[src/rtl/ariane_pkg.sv]
// ariane_pkg: shared constants and types for the performance-counter sampler.
package ariane_pkg;

    localparam logic [7:0]  SampleMagic  = 8'hA5;
    localparam int unsigned DroppedWidth = 16;

    typedef enum logic {
        IDLE,
        STREAM
    } sampler_state_e;

endpackage

[src/rtl/perf_sample_timer.sv]
// perf_sample_timer: interval timer that emits a one-cycle request every interval_i cycles.
module perf_sample_timer #(
    parameter int unsigned IntervalWidth = 32
) (
    input  logic                     clk_i,
    input  logic                     rst_i,
    input  logic                     enable_i,
    input  logic [IntervalWidth-1:0] interval_i,
    output logic                     req_o
);

    logic [IntervalWidth-1:0] timer_q;
    logic                     active;

    assign active = enable_i && (interval_i != '0);
    // >= rather than == so that lowering interval_i mid-count still fires promptly
    assign req_o  = active && (timer_q >= interval_i - 1'b1);

    always_ff @(posedge clk_i) begin
        if (rst_i || !active || req_o) timer_q <= '0;
        else                           timer_q <= timer_q + 1'b1;
    end

endmodule

[src/rtl/perf_sampler.sv]
// perf_sampler: snapshots the performance counters on a periodic or software request
// and streams them out as a header word followed by lo/hi halves of each counter.
module perf_sampler
    import ariane_pkg::*;
#(
    parameter int unsigned NumCounters   = 11,
    parameter int unsigned IntervalWidth = 32
) (
    input  logic                         clk_i,
    input  logic                         rst_i,
    input  logic [NumCounters-1:0][63:0] counters_i,
    input  logic                         enable_i,
    input  logic [IntervalWidth-1:0]     interval_i,
    input  logic                         trigger_i,
    output logic [31:0]                  data_o,
    output logic                         valid_o,
    input  logic                         ready_i,
    output logic                         last_o,
    output logic [DroppedWidth-1:0]      dropped_o,
    output logic                         busy_o
);

    localparam int unsigned NumWords = 2 * NumCounters + 1;
    localparam int unsigned IdxW     = $clog2(NumWords);
    localparam int unsigned SelW     = $clog2(NumCounters * 64);
    localparam logic [IdxW-1:0] LastIdx = IdxW'(NumWords - 1);

    sampler_state_e            state_q;
    logic [IdxW-1:0]           idx_q;
    logic [IdxW-1:0]           half_idx;
    logic [15:0]               seq_q;
    logic [DroppedWidth-1:0]   dropped_q;
    logic [NumCounters*64-1:0] snap_q;
    logic [SelW-1:0]           sel;
    logic [31:0]               word;
    logic                      tick;
    logic                      req;
    logic                      hs;
    logic                      hs_last;
    logic                      accept;

    perf_sample_timer #(
        .IntervalWidth(IntervalWidth)
    ) u_timer (
        .clk_i     (clk_i),
        .rst_i     (rst_i),
        .enable_i  (enable_i),
        .interval_i(interval_i),
        .req_o     (tick)
    );

    assign req     = tick | trigger_i;
    assign hs      = valid_o && ready_i;
    assign hs_last = hs && (idx_q == LastIdx);
    // A request on the final handshake chains straight into the next sample
    assign accept  = req && ((state_q == IDLE) || hs_last);

    // Word 2k+1/2k+2 map to bit offset (2k+0/1)*32 of the flat snapshot
    assign half_idx = (idx_q == '0) ? '0 : idx_q - 1'b1;
    assign sel      = SelW'({half_idx, 5'd0});
    assign word     = (idx_q == '0) ? {seq_q, 8'(NumCounters), SampleMagic} : snap_q[sel +: 32];

    assign valid_o   = (state_q == STREAM);
    assign busy_o    = (state_q == STREAM);
    assign last_o    = valid_o && (idx_q == LastIdx);
    assign data_o    = valid_o ? word : '0;
    assign dropped_o = dropped_q;

    always_ff @(posedge clk_i) begin
        if (rst_i) begin
            state_q   <= IDLE;
            idx_q     <= '0;
            seq_q     <= '0;
            dropped_q <= '0;
        end else begin
            if (accept) begin
                state_q <= STREAM;
                idx_q   <= '0;
            end else if (hs_last) begin
                state_q <= IDLE;
                idx_q   <= '0;
            end else if (hs) begin
                idx_q <= idx_q + 1'b1;
            end
            if (hs_last) seq_q <= seq_q + 1'b1;
            if (req && !accept && (dropped_q != '1)) dropped_q <= dropped_q + 1'b1;
        end
    end

    always_ff @(posedge clk_i) begin
        if (accept) snap_q <= counters_i;
    end

endmodule

[config.mk]
export PLATFORM = sky130hd
export DESIGN_NAME = perf_sampler
export DESIGN_NICKNAME = d
export VERILOG_FILES = /design/src/rtl/ariane_pkg.sv /design/src/rtl/perf_sample_timer.sv /design/src/rtl/perf_sampler.sv
export SDC_FILE = /design/constraint.sdc
export NUM_CORES = 1
export LEC_CHECK = 0
export ABC_AREA = 1
export CORE_UTILIZATION = 25
export DETAILED_ROUTE_END_ITERATION = 7
export HOLD_SLACK_MARGIN = 0.12
export PLACE_DENSITY = 0.57
export REMOVE_ABC_BUFFERS = 1
export SLEW_MARGIN = 5
export SYNTH_ARGS = -nofsm -noshare
export SYNTH_HDL_FRONTEND = slang
export SYNTH_SLANG_ARGS = --single-unit
[constraint.sdc]
create_clock -name clk_i -period 66.1 [get_ports clk_i]
set_input_delay 19.83 -clock clk_i [delete_from_list [all_inputs] [get_ports clk_i]]
set_output_delay 19.83 -clock clk_i [all_outputs]
set_load 0.05 [all_outputs]
* Word-level counts from Yosys, hierarchy flattened *
Cells that the tools add are included.

cells by class
  add/subtract/negate cells = 6
  order comparisons = 1
  equal/unequal tests = 2
  shift operators = 1
  mux-type cells = 5
  bitwise operators = 2
  reductions and logical operators = 17

operators by type and width
  operator                                                              count
  704-bit by 11-bit indexed part select with 32-bit output              1
  32-bit two-way mux                                                    2
  16-bit by 1-bit adder with 16-bit output, second input constant       2
  32-bit by 1-bit adder with 32-bit output, second input constant       1
  32-bit >= comparator                                                  1
  32-bit nonzero test                                                   1
  32-bit by 1-bit subtractor with 32-bit output, second input constant  1
  16-bit inequality test, second input constant                         1
  1-bit logical AND                                                     8
  5-bit by 1-bit adder with 5-bit output, second input constant         1
  5-bit equality test, second input constant                            1
  5-bit logical NOT                                                     1
  5-bit two-way mux                                                     1
  5-bit by 1-bit subtractor with 5-bit output, second input constant    1
  1-bit logical OR                                                      3
  3-bit OR reduction                                                    1
  1-bit logical NOT                                                     2
  1-bit two-way mux                                                     2
  2-bit nonzero test                                                    1
  1-bit NOT                                                             1
  1-bit bitwise OR                                                      1

word-level totals
  register bits after elaboration = 774
  bits of input ports = 741
  output and inout bits = 51
  word-level logic and storage cells = 40

* Logic depth before layout (Yosys ltp) *
  depth in word-level cells = 8
  depth in mapped cells = 26
  mapped depth without buffers = 25

* By module *
A second synthesis with hierarchy kept.

unflattened totals
  cells, all modules = 3268
  area, all modules = 34312.9 sq um

modules (own cells, without submodules)
  module             times used  cells each  area each (sq um)  seq. area each (sq um)
  perf_sampler       1           2756        31043.5            21901.0
  perf_sample_timer  1           512         3269.4             640.6

* Worst setup path after synthesis *
Ideal clock, no wire load.

  path type = input to register
  start = input port interval_i[0]
  end = register snap_q[0] (enable)
  library setup time = 1047 ps
  arrival = 35918 ps
  data required time = 65053 ps
  path slack = 29135 ps
  cell stages on the path = 19
  path buffers = 0
  cells stage by stage = inv_1 > ha_1 > nand3_1 > nor3_1 > nand3_1 > nor4_1 > nand4_1 > xor2_1 > ha_1 > nand2_1 > nor2_1 > nand2_1 > nor2_1 > nand2_1 > nand2_1 > nand2_1 > nand2_1 > o21ai_0 > inv_1

between the ends
  word-level cells in the longest chain between the ends = 5
  elaborated cells on any way between the ends = 7
  those cells by class = 1 x add/sub; 1 x order compare; 1 x bitwise; 4 x reduce/logical

ends and longest elaborated chain
  item                                                                                         line                                              RTL
  start: declaration                                                                           perf_sampler.sv:13                                input logic [IntervalWidth-1:0] interval_i,
  32-bit by 1-bit subtractor with 32-bit output / 32-bit nonzero test (equally long branches)  perf_sample_timer.sv:17, perf_sample_timer.sv:15
  32-bit >= comparator / 1-bit logical AND (equally long branches)                             perf_sample_timer.sv:17, perf_sample_timer.sv:15
  1-bit logical AND (*)                                                                        perf_sample_timer.sv:17                           assign req_o = active && (timer_q >= interval_i - 1'b1);
  1-bit bitwise OR (*)                                                                         perf_sampler.sv:52                                assign req = tick | trigger_i;
  1-bit logical AND (*)                                                                        perf_sampler.sv:56                                assign accept = req && ((state_q == IDLE) || hs_last);
  via accept                                                                                   perf_sampler.sv:40                                logic accept;
  end signal: assignment                                                                       perf_sampler.sv:91                                if (accept) snap_q <= counters_i;
  end: declaration                                                                             perf_sampler.sv:33                                logic [NumCounters*64-1:0] snap_q;

The timed path passes the listed nets; every way through them passes the cells marked *.
A chain may end at the register's enable or synchronous reset.

* Worst setup path in the final report *
  start = input port interval_i[0]
  end = register snap_q[360] (enable)

Same word-level chain as after synthesis.

==> out/metrics.cfg <==
[cts]
cts.path.max_buffers = 3
cts.reportedPaths.clkPinSlew_ns = 0.06
cts_sinks = 774
cts_setup_buffers = 0
clk-insertion-delay-late_ns = 0.73
cts_tree = yes
post_cts_resized = 0
cts_buffers = 90
cts_root_buf = clkbuf_16
htreeDepth = 3
postCtsHoldBufs = 0

[hold_path]
hold_class = reg -> reg
hold_depth = 2

[global_routing]
grt_use_total_pct = 17.0
antenna_found_initial = 43
grt_overflow = 0
grt_pass1_vias = 25400
grt_max_degree = 148
grt_pass1_wl_mm = 168

[place]
placed_cell_area_um2 = 43000
hpwl_mm = 80.2
place_inst = 5498
port_buffers = 791
place_congestion = 0.874
post-place-ws_ns = 37.72

[final_layout]
area_growth_pct = 37.3
instances_no_fill = 5694
fin_nets = 4615
drive_gt1_share_pct = 4.97
utilization_pct = 34.8
stdcell_area_um2 = 46000

[logic_synthesis]
synth.top_cells.by_count = nand2_1, edfxtp_1, nand3_1, nor2_1, inv_1
synth-async-reset-ratio_pct = 0
syn_inst = 3088
yosysUniqueCellTypes = 41
synth_flop_cell = edfxtp_1
synth_area_per_cell_um2 = 10.8
synth-seq-cells = 774
synth_edf_count = 704
synthTopCellsByArea = edfxtp_1, nand2_1, nand3_1
synth_warnings = 0
netlist_area_um2 = 33500
synth_top_area_cell = edfxtp_1
synth.top_cell.area_share_pct = 63.2
yosysSeqAreaShare_pct = 67.3
yosysMostFrequentCell = nand2_1

[die]
start_util_pct = 25.3
die_w_um = 368
design.die.area_um2 = 135000
die_h_um = 368
io_pins = 792
fp-row-count = 133
core_region_area_um2 = 132000

[pwr]
p_leak_nw = 16.7
power.total_mw = 1.21
power_density_nw_per_um2 = 26.4
ir_drop_v = 0.0000170

[drt]
wl_met2_mm = 57.1
avgRoutedWirePerCell_um = 20.8
routed_wl_mm = 118
dr.first_iter.drc_count = 2159
top_layer = met5
m1WireLength_mm = 47.8
drtPass1Iterations = 8
route.detailed.drc = 0
wl_met3_mm = 9.07
vias = 25700
viasPerCell = 4.52
ant_nets = 0

[run]
cap_viol_max_count = 0

[timing]
skew_ns = 0.0506
relSlewSlack_pct = 23.0
setup_tns_ns = 0
finalSetupViolations = 0
clock.fmax_ghz = 0.0363
post-route-period-util_pct = 41.7
setup_ws_ns = 38.55
tightestPinTransition_ns = 1.15
final-hold-violation-count = 0
slew_viol_final = 0
rsz0062_at_grt = no
hold_ws_ns = 0.473
min_period_ns = 27.55

[outcome]
status = finished clean

[setup_path]
critPathKind = in -> reg
cp-start-kind = input pin
r2r_cells = 16
cp.arrival_ns = 27.88
cp.required_ns = 66.43
path_max_fanout = 87
end_kind = flip-flop

==> cells by family (layout without fill, tap and decap cells) <==
family,count (synthesis),count (layout),synth area share (%)
other cells,0,33,0
fa+ha+maj,39,39,1.46
simple gates,1604,1604,20.6
buf+inv,338,1156,4.53
xor+xnor,54,54,1.44
flops,774,774,67.3
compound gates,279,279,4.66
==> power by group <==
| part | internal (mW) | switching, mW | leakage, nW |
|---|---|---|---|
| sequential | 0.564 | 0.00698 | 7.27 |
| clock | 0.272 | 0.214 | 1.38 |
| combinational | 0.0657 | 0.0904 | 8.03 |
==> placed cells by master, fill, tap and decap left out, types with 15 or more instances in the layout <==
cell type / n
clkdlybuf4s50_1: 791
nand2_1: 779
edfxtp_1: 704
nand3_1: 481
nor2_1: 237
inv_1: 162
a21oi_1: 139
clkbuf_16: 90
o21ai_0: 71
dfxtp_1: 69
o211ai_1: 43
ha_1: 39
nor3_1: 36
xor2_1: 36
diode_2: 33
nand4_1: 28
buf_4: 28
clkinv_1: 25
xnor2_1: 17
o31ai_1: 17
clkbuf_1: 16
or2_2: 15
==> area by class of cell <==
class	count	area, um^2
fill	13200	86200
antenna	33	82.6
multi-input combinational	1976	9460
timing repair buffer	821	8170
clock buffer	106	2310
sequential	774	22500
inverter	172	666
tap	1755	2200
clock inverter	57	539
==> critical path, stage by stage <==
cell             delay (ns)
clkdlybuf4s50_1        0.42
inv_1                  0.11
ha_1                   0.19
nand3_1                0.18
nor3_1                 0.39
nand3_1                0.20
nor4_1                 0.49
nand4_1                0.18
xor2_1                 0.19
ha_1                   0.27
nand2_1                0.06
nor2_1                 0.15
nand2_1                0.09
nor2_1                 0.11
nand2_1                0.06
nand2_1                0.06
nand2_1                0.09
nand2_1                0.76
o21ai_0                0.53
inv_8                  0.62
buf_4                  0.81
buf_4                  0.90
buf_4                  0.94
==> registers in the layout (all words and copies together), names as in the netlist <==
signal / flops
idx_q: 5
u_timer.timer_q: 32
busy_o: 1
dropped_o: 16
seq_q: 16
snap_q: 704
==> final timing paths <==
kind	start	slack (ns)	to
worst max-delay path	interval_i[0]	38.55	snap_q[360]
worst min-delay path	seq_q[15]	0.47	seq_q[15]
worst max register to register	u_timer.timer_q[7]	59.51	snap_q[360]
worst min register to register	seq_q[15]	0.47	seq_q[15]
==> metal layers <==
layer	GRT usage, %	vias up
li1	-	12300
met1	20.9	12300
met2	27.9	961
met3	4.23	204
met4	7.86	20
met5	0	-
Power figures use the tool's default switching activity.
